===== src/rtl/time_keeper_bcd.sv =====
// time_keeper_bcd: BCD hh:mm:ss time-of-day counter for the alarm-clock datapath.
// Runs in 12 h or 24 h format. An adjust mode steps the hour or minute field
// up or down at a programmable rate.
// Optional alarm comparator (al_h, al_m, alarm_hit) enabled by defining ALARM_CMP_EN.
module time_keeper_bcd #(
  parameter int unsigned TICK_DIV  = 50_000_000,
  parameter int unsigned ADJ_DIV   = 12_500_000,
  parameter int unsigned HOUR_MODE = 24
) (
  input  logic       clk,
  input  logic       rst,
  input  logic       adjust,
  input  logic       ent_h,
  input  logic       ent_m,
  input  logic       updown,
`ifdef ALARM_CMP_EN
  input  logic [5:0] al_h,
  input  logic [6:0] al_m,
  output logic       alarm_hit,
`endif
  output logic [1:0] h1,
  output logic [3:0] h2,
  output logic [2:0] m1,
  output logic [3:0] m2,
  output logic [2:0] s1,
  output logic [3:0] s2,
  output logic       pm,
  output logic       sec_tick
);

  localparam int unsigned TW = (TICK_DIV > 1) ? $clog2(TICK_DIV) : 1;
  localparam int unsigned AW = (ADJ_DIV > 1) ? $clog2(ADJ_DIV) : 1;
  localparam logic [TW-1:0] TICK_LAST = TW'(TICK_DIV - 1);
  localparam logic [AW-1:0] ADJ_LAST  = AW'(ADJ_DIV - 1);
  localparam bit TWELVE = (HOUR_MODE == 12);

  // Complete displayed time, pm flag included so hour steps update it atomically.
  typedef struct packed {
    logic       pm;
    logic [1:0] h1;
    logic [3:0] h2;
    logic [2:0] m1;
    logic [3:0] m2;
    logic [2:0] s1;
    logic [3:0] s2;
  } tod_t;

  localparam tod_t TOD_RST = '{
    pm: 1'b0,
    h1: TWELVE ? 2'd1 : 2'd0,
    h2: TWELVE ? 4'd2 : 4'd0,
    m1: 3'd0,
    m2: 4'd0,
    s1: 3'd0,
    s2: 4'd0
  };

  logic [TW-1:0] tick_cnt;
  logic [AW-1:0] adj_cnt;
  logic          adjust_q;
  logic          adj_entry_c;
  logic          adj_step_c;
  logic          advance_c;
  tod_t          tod_q;
  tod_t          tod_nxt;

  // Increment a 00..59 BCD field {tens[2:0], units[3:0]}, wrapping 59 -> 00.
  function automatic logic [6:0] inc60(input logic [6:0] v);
    logic [6:0] r;
    if (v[3:0] == 4'd9) begin
      r[3:0] = 4'd0;
      r[6:4] = (v[6:4] == 3'd5) ? 3'd0 : v[6:4] + 3'd1;
    end else begin
      r = {v[6:4], v[3:0] + 4'd1};
    end
    return r;
  endfunction

  // Decrement a 00..59 BCD field, wrapping 00 -> 59.
  function automatic logic [6:0] dec60(input logic [6:0] v);
    logic [6:0] r;
    if (v[3:0] == 4'd0) begin
      r[3:0] = 4'd9;
      r[6:4] = (v[6:4] == 3'd0) ? 3'd5 : v[6:4] - 3'd1;
    end else begin
      r = {v[6:4], v[3:0] - 4'd1};
    end
    return r;
  endfunction

  // Step the hour field {pm, tens[1:0], units[3:0]} by one in the configured format.
  function automatic logic [6:0] hour_step(input logic [6:0] v, input logic down);
    logic       p;
    logic [1:0] t;
    logic [3:0] u;
    logic [6:0] r;
    {p, t, u} = v;
    r = v;
    if (TWELVE) begin
      if (!down) begin
        if (t == 2'd1 && u == 4'd2)      r = {p, 2'd0, 4'd1};
        else if (t == 2'd1 && u == 4'd1) r = {~p, 2'd1, 4'd2};
        else if (u == 4'd9)              r = {p, 2'd1, 4'd0};
        else                             r = {p, t, u + 4'd1};
      end else begin
        if (t == 2'd0 && u == 4'd1)      r = {p, 2'd1, 4'd2};
        else if (t == 2'd1 && u == 4'd2) r = {~p, 2'd1, 4'd1};
        else if (u == 4'd0)              r = {p, 2'd0, 4'd9};
        else                             r = {p, t, u - 4'd1};
      end
    end else begin
      if (!down) begin
        if (t == 2'd2 && u == 4'd3)      r = {1'b0, 2'd0, 4'd0};
        else if (u == 4'd9)              r = {1'b0, t + 2'd1, 4'd0};
        else                             r = {1'b0, t, u + 4'd1};
      end else begin
        if (t == 2'd0 && u == 4'd0)      r = {1'b0, 2'd2, 4'd3};
        else if (u == 4'd0)              r = {1'b0, t - 2'd1, 4'd9};
        else                             r = {1'b0, t, u - 4'd1};
      end
    end
    return r;
  endfunction

  // Free-running second prescaler; sec_tick follows the terminal count by one cycle.
  always_ff @(posedge clk or negedge rst) begin
    if (!rst) begin
      tick_cnt <= '0;
      sec_tick <= 1'b0;
    end else begin
      sec_tick <= (tick_cnt == TICK_LAST);
      tick_cnt <= (tick_cnt == TICK_LAST) ? '0 : tick_cnt + TW'(1);
    end
  end

  assign adj_entry_c = adjust & ~adjust_q;
  assign adj_step_c  = adjust & adjust_q & (adj_cnt == ADJ_LAST);
  assign advance_c   = ~adjust & sec_tick;

  // Adjust-rate prescaler, restarted on every entry into adjust mode.
  always_ff @(posedge clk or negedge rst) begin
    if (!rst) begin
      adjust_q <= 1'b0;
      adj_cnt  <= '0;
    end else begin
      adjust_q <= adjust;
      if (!adjust || adj_entry_c || adj_step_c) begin
        adj_cnt <= '0;
      end else begin
        adj_cnt <= adj_cnt + AW'(1);
      end
    end
  end

  // Next time value: real-time advance with carries, or a single adjust step.
  always_comb begin
    tod_nxt = tod_q;
    if (advance_c) begin
      {tod_nxt.s1, tod_nxt.s2} = inc60({tod_q.s1, tod_q.s2});
      if ({tod_q.s1, tod_q.s2} == 7'h59) begin
        {tod_nxt.m1, tod_nxt.m2} = inc60({tod_q.m1, tod_q.m2});
        if ({tod_q.m1, tod_q.m2} == 7'h59) begin
          {tod_nxt.pm, tod_nxt.h1, tod_nxt.h2} =
            hour_step({tod_q.pm, tod_q.h1, tod_q.h2}, 1'b0);
        end
      end
    end else if (adj_step_c) begin
      if (ent_h) begin
        {tod_nxt.pm, tod_nxt.h1, tod_nxt.h2} =
          hour_step({tod_q.pm, tod_q.h1, tod_q.h2}, updown);
      end else if (ent_m) begin
        {tod_nxt.m1, tod_nxt.m2} = updown ? dec60({tod_q.m1, tod_q.m2})
                                          : inc60({tod_q.m1, tod_q.m2});
        {tod_nxt.s1, tod_nxt.s2} = 7'd0;
      end
    end
  end

  // Time-of-day register; every digit updates on the same edge.
  always_ff @(posedge clk or negedge rst) begin
    if (!rst) begin
      tod_q <= TOD_RST;
    end else begin
      tod_q <= tod_nxt;
    end
  end

`ifdef ALARM_CMP_EN
  // Alarm pulse when a real-time advance lands exactly on al_h:al_m:00.
  always_ff @(posedge clk or negedge rst) begin
    if (!rst) begin
      alarm_hit <= 1'b0;
    end else begin
      alarm_hit <= advance_c
                 && ({tod_nxt.h1, tod_nxt.h2} == al_h)
                 && ({tod_nxt.m1, tod_nxt.m2} == al_m)
                 && ({tod_nxt.s1, tod_nxt.s2} == 7'd0);
    end
  end
`endif

  assign h1 = tod_q.h1;
  assign h2 = tod_q.h2;
  assign m1 = tod_q.m1;
  assign m2 = tod_q.m2;
  assign s1 = tod_q.s1;
  assign s2 = tod_q.s2;
  assign pm = tod_q.pm;

endmodule


===== config.mk =====
export PLATFORM = sky130hd
export DESIGN_NAME = time_keeper_bcd
export DESIGN_NICKNAME = d
export VERILOG_FILES = /design/src/rtl/time_keeper_bcd.sv
export SDC_FILE = /design/constraint.sdc
export NUM_CORES = 1
export LEC_CHECK = 0
export CORE_ASPECT_RATIO = 0.9
export CORE_MARGIN = 2
export CORE_UTILIZATION = 50
export CTS_CLUSTER_DIAMETER = 120
export DETAILED_ROUTE_END_ITERATION = 10
export GPL_TIMING_DRIVEN = 1
export PLACE_DENSITY = 0.69
export SYNTH_ARGS = -nofsm -noshare
export SYNTH_HDL_FRONTEND = slang
export SYNTH_SLANG_ARGS = --single-unit

===== constraint.sdc =====
create_clock -name clk -period 4.6 [get_ports clk]
set_input_delay 1.38 -clock clk [delete_from_list [all_inputs] [get_ports clk]]
set_output_delay 1.38 -clock clk [all_outputs]
set_load 0.01 [all_outputs]

==> results of run 1 <==
power breakdown:
| group | internal [mW] | total, mW | switching (mW) |
|---|---|---|---|
| logic | 0.00913 | 0.0341 | 0.0250 |
| clock network | 0.223 | 0.444 | 0.221 |
| registers | 0.634 | 0.635 | 0.000856 |
critical path, cell delays in order:
cell             delay, ps
clkdlybuf4s50_1        640
inv_1                  120
nor2_1                 590
nand2_1                270
o21ai_0                170
mux2_2                 360
state kept, by name, indices dropped and copies added (netlist names):
| name | count |
|---|---|
| tick_cnt | 26 |
| adj_cnt | 24 |
| h2 | 4 |
| m2 | 4 |
| s2 | 4 |
| m1 | 3 |
| s1 | 3 |
| h1 | 2 |
| adjust_q | 1 |
| sec_tick | 1 |
per-stage QoR:
step / power (mW) / hold WS (ps) / area [um^2] / setup WS (ps)
6_report: 1.11 / 486 / 4560 / 1280
2_1_floorplan: 0.661 / 447 / 4030 / 1870
5_1_grt: 1.17 / 518 / 4560 / 1190
3_5_place_dp: 0.682 / 475 / 4390 / 992
4_1_cts: 1.13 / 486 / 4560 / 1350
3_3_place_gp: 0.682 / 470 / 4390 / 1020
area by class of cell:
class	instances	area, um^2	area share, %
Multi-Input combinational cell	333	2130	46.7
Clock inverter	2	15.0	0.329
Tap cell	99	124	2.72
Inverter	12	45.0	0.988
Sequential cell	72	1800	39.5
Timing Repair Buffer	30	285	6.26
Clock buffer	13	159	3.49
layout by cell type (no fill, tap or decap), drive strengths merged, types with 3 or more instances in the layout:
master	n
dfrtp	72
nor2	55
nand2	36
nand3	28
xor2	28
clkdlybuf4s50	25
o21ai	22
nand4	20
xnor2	17
clkbuf	13
inv	12
a21oi	12
nor3	10
ha	10
and3	7
and4	6
nor4	6
nand3b	5
nor2b	5
buf	5
nand2b	4
or3	4
o22ai	4
nor4b	4
a31oi	4
and2	3
mux2i	3
o221ai	3
mux2	3
a22oi	3
or4	3
cell families (layout without fill, tap and decap cells):
logic type                 Yosys count  in the layout  share of synthesized area (%)
and+or+nand+nor                    209            209                           28.1
DFF                                 72             72                           44.7
AOI/OAI and AO/OA                   62             62                           10.0
xor gates and xnor gates            45             45                           9.78
buffers and inverters               26             57                           2.58
adders and majority gates           10             10                           3.11
muxes                                6              6                           1.58
other                                1              1                         0.0931
worst min path at each step:
stage / from / end / slack [ps] / depth (start not counted)
3_3_place_gp: adj_cnt[0] / adj_cnt[0] / 470 / 1
6_report: adj_cnt[0] / adj_cnt[0] / 490 / 1
5_1_grt: adj_cnt[0] / adj_cnt[0] / 520 / 1
4_1_cts: adj_cnt[0] / adj_cnt[0] / 490 / 1
2_1_floorplan: adj_cnt[0] / adj_cnt[0] / 450 / 1
3_5_place_dp: adj_cnt[0] / adj_cnt[0] / 480 / 1
layer usage:
| layer | GRT usage, % | vias up | part of all wire (%) |
|---|---|---|---|
| met5 | 0 | - | 0 |
| li1 | - | 1603 | - |
| met2 | 30.4 | 65 | 45 |
| met3 | 4.38 | 10 | 3.3 |
| met4 | 7.22 | 0 | 1.7 |
| met1 | 27.3 | 1596 | 50 |
==> out/qor.txt, run 1 <==
Crit path time final - 3320 ps
Leak Pwr - 1.90 nW
H-tree levels - 3
Crit path launch type - input pin
Ys flop type - dfrtp_1
Reg clk slew, reported paths - 80 ps
Clock latency at the later pin of the worst-skew pair - 330 ps
Final HPWL DP - 5970 um
Wire length per cell - 14.7 um
Die area - 0.00879 mm^2
Post-Syn Instances - 431
Core box area - 0.00795 mm^2
Fin. Hold Viols - 0
P&R area growth vs syn - 13.2%
Routability Congestion - 0.868
Syn Area/Cell - 9.35 um^2
Largest net degree at the start of global routing - 31
Post-synth top area share - 44.7%
Worst min path class - reg -> reg
Pins over their slew limit - 0
Setup crit end - h1[1]
Fillers - 715
Maximum vdd drop - 0.144 mV
Status - finished clean
F_max - 301 MHz
Worst R2R Path Depth - 5
Reg2reg setup slack - 2080 ps
GRT overflow - 0
Clk root buf - clkbuf_8
Pwr dens - 244 mW/mm^2
Layout cells sized above 1 - 6.71%
Die Wd - 98.6 um
Post-route clock period utilization - 72.2%
CP Data Arrival Time - 3540 ps
Io pins - 28
Synth cell count leaders - dfrtp_1 (72), nor2_1 (55), nand2_1 (36)
Initial Utilization - 50.7%
DR DRC count - 0
Largest cells by area after synthesis - dfrtp_1 (45%), xor2_1 (6.1%), nor2_1 (5.1%), xnor2_1 (3.7%), nand3_1 (3.5%)
Antenna-violating nets left - 0
Worst r2r dst - m2[2]
Nets - 474
Top-count cell post-synth - dfrtp_1
Vias in the first global route - 2,957
CP endpoint kind - register
Max_slew headroom - 27.1%
Kind of critical path - in -> reg
# clock sinks - 72
Setup_tns - 0 ps
Avg Vias per Cell - 5.84
Crit path launch - updown
Clk_skew - 9.28 ps
Row count - 31
First-pass GRT wire length - 14,000 um
WL final - 8260 um
Worst-Margin Slew - 1080 ps
Clock Path Buffers - 2
Die H - 89.2 um
Syn Std Cell Area - 0.00403 mm^2
Setup Viol. Count Final - 0
Util after Layout - 57.3%
CTS Buf Count - 9
Inserted Diodes - 0
Reg-to-Reg Start - adj_cnt[16]
Top cell type by total area after synthesis - dfrtp_1
Number of gates resized after CTS - 0
Port Buffer Count - 26
Setup Buffers After CTS - 0
Seq/Total Area, Yosys - 44.7%
RSZ-0062 raised after global routing - no
Crit-path max FO - 12
CTS tree - built
Gr usage total - 19.6%
Fraction of registers with async set/reset - 100%
Antenna violations before repair - 0
Via Count - 3,274
First-pass DRT Iterations - 5
Synth unique cells - 56
Synth Warn # - 0
Finished Layout Cells - 561
Required time worst endpoint - 4820 ps
Hold Buf Count CTS - 0
Placed instance count - 546
Initial DRC count - 119
EDFF count, synth - 0
Yosys reg bits - 72
Max cap viols - 0
Net Count, Synth - 447
Power figures use the tool's default switching activity.
==> run 2: changes to the inputs <==
Clock period 4.6 ns to 3.2 ns, I/O delays scaled along.
==> run 2 against run 1 <==
Critical path depth did not move. Register-to-register slack got worse by 1300 ps. Design area rose by 0.88%. Largest cell class unchanged. Highest routed layer unchanged.
==> out/qor.txt, run 2 (synthesis gave the netlist of run 1 again) <==
Maximum vdd drop - 0.232 mV
Setup Viol. Count Final - 0
# clock sinks - 72
Crit path launch type - input pin
Setup crit end - h2[1]
Gr usage total - 20.3%
Required time worst endpoint - 3430 ps
GRT overflow - 0
Crit path launch - adjust
Setup_tns - 0 ps
Status - finished clean
Pins over their slew limit - 0
P&R area growth vs syn - 14.2%
Commonest non-fill, non-tap cell in the layout - dfrtp_1
Reg2reg setup slack - 810 ps
Final HPWL DP - 5870 um
CTS tree - built
CTS Buf Count - 9
Antenna violations before repair - 0
Regs by FF count - tick_cnt x26, adj_cnt x24
CP Data Arrival Time - 2940 ps
F_max - 370 MHz
Reg clk slew, reported paths - 80 ps
Clock latency at the later pin of the worst-skew pair - 350 ps
Core box area - 0.00795 mm^2
RSZ-0062 raised after global routing - no
Post-route clock period utilization - 84.5%
Layout cells sized above 1 - 8.12%
Worst R2R Path Depth - 5
Crit path time final - 2710 ps
Max reg flops - 26
Max_slew headroom - 50.2%
Row count - 31
Kind of critical path - in -> reg
Crit-path max FO - 6
Clock Path Buffers - 2
H-tree levels - 3
Io pins - 28
Max cap viols - 0
Worst min path class - reg -> reg
Finished Layout Cells - 567
Hold Buf Count CTS - 0
Fin. Hold Viols - 0
Port Buffer Count - 26
Clk_skew - 6.82 ps
Clk root buf - clkbuf_8
Nets - 479
Avg Vias per Cell - 5.76
DR DRC count - 0
Die area - 0.00879 mm^2
Wire length per cell - 14.7 um
CP endpoint kind - register
Inserted Diodes - 0
Via Count - 3,264
Worst r2r dst - h2[1]
Placed instance count - 551
Highest-count cells in the layout ignoring fill and taps - dfrtp_1 (72), nor2_1 (55), nand2_1 (36)
Worst-Margin Slew - 744 ps
Number of gates resized after CTS - 0
Top reg by flops - tick_cnt
Setup Buffers After CTS - 0
First-pass GRT wire length - 14,300 um
WHS Path Cells - 1
Pwr dens - 345 mW/mm^2
Routability Congestion - 0.917
Die H - 89.2 um
Reg-to-Reg Start - adj_cnt[16]
WL final - 8360 um
Initial Utilization - 50.7%
Largest net degree at the start of global routing - 46
First-pass DRT Iterations - 5
Leak Pwr - 1.94 nW
Die Wd - 98.6 um
Vias in the first global route - 2,952
Initial DRC count - 195
Antenna-violating nets left - 0
Tot Pwr - 1.59 mW
-- run 2: critical path, cell delays in order --
cell and delay, ps:
clkdlybuf4s50_1 520, nand2_1 130, nor4_1 490, and3_2 330, or2b_2 170, mux2_2 330
-- run 2: how the worst min path moves through the flow --
| stage | start | endpoint |
|---|---|---|
| final | adj_cnt[0] | adj_cnt[0] |
| after CTS | adj_cnt[0] | adj_cnt[0] |
| after floorplan | adj_cnt[0] | adj_cnt[0] |
| after global routing | adj_cnt[0] | adj_cnt[0] |
| after global placement | adj_cnt[0] | adj_cnt[0] |
| after detailed placement | tick_cnt[0] | tick_cnt[0] |
-- run 2: power breakdown --
group | switching, mW | internal, mW | total [mW]
Clock | 0.347 | 0.277 | 0.624
Sequential | 0.00131 | 0.911 | 0.912
Combinational | 0.0362 | 0.0157 | 0.0519
-- run 2: final cells by class --
class / instances / area, um^2
Inverter: 12 / 45.0
Timing Repair Buffer: 35 / 335
Multi-Input combinational cell: 333 / 2130
Sequential cell: 72 / 1800
Clock inverter: 6 / 36.3
Clock buffer: 10 / 128
Fill cell: 684 / 3350
Tap cell: 99 / 124
-- run 2: stage by stage --
| step | hold slack, ps | area (um^2) | worst slack [ps] | utilization (%) |
|---|---|---|---|---|
| 2_1_floorplan | 447 | 4030 | 887 | - |
| 6_report | 491 | 4600 | 494 | 57.8 |
| 5_1_grt | 517 | 4600 | 410 | 57.8 |
| 4_1_cts | 496 | 4600 | 527 | 57.8 |
| 3_5_place_dp | 483 | 4440 | 152 | 55.8 |
| 3_3_place_gp | 471 | 4440 | 207 | 55.8 |
-- run 2: layer usage --
| metal | track usage [%] | share of wire (%) |
|---|---|---|
| met1 | 28.3 | 49 |
| met2 | 31.6 | 45 |
| met3 | 5.32 | 4.5 |
| met4 | 5.73 | 1.1 |
| met5 | 0 | 0 |
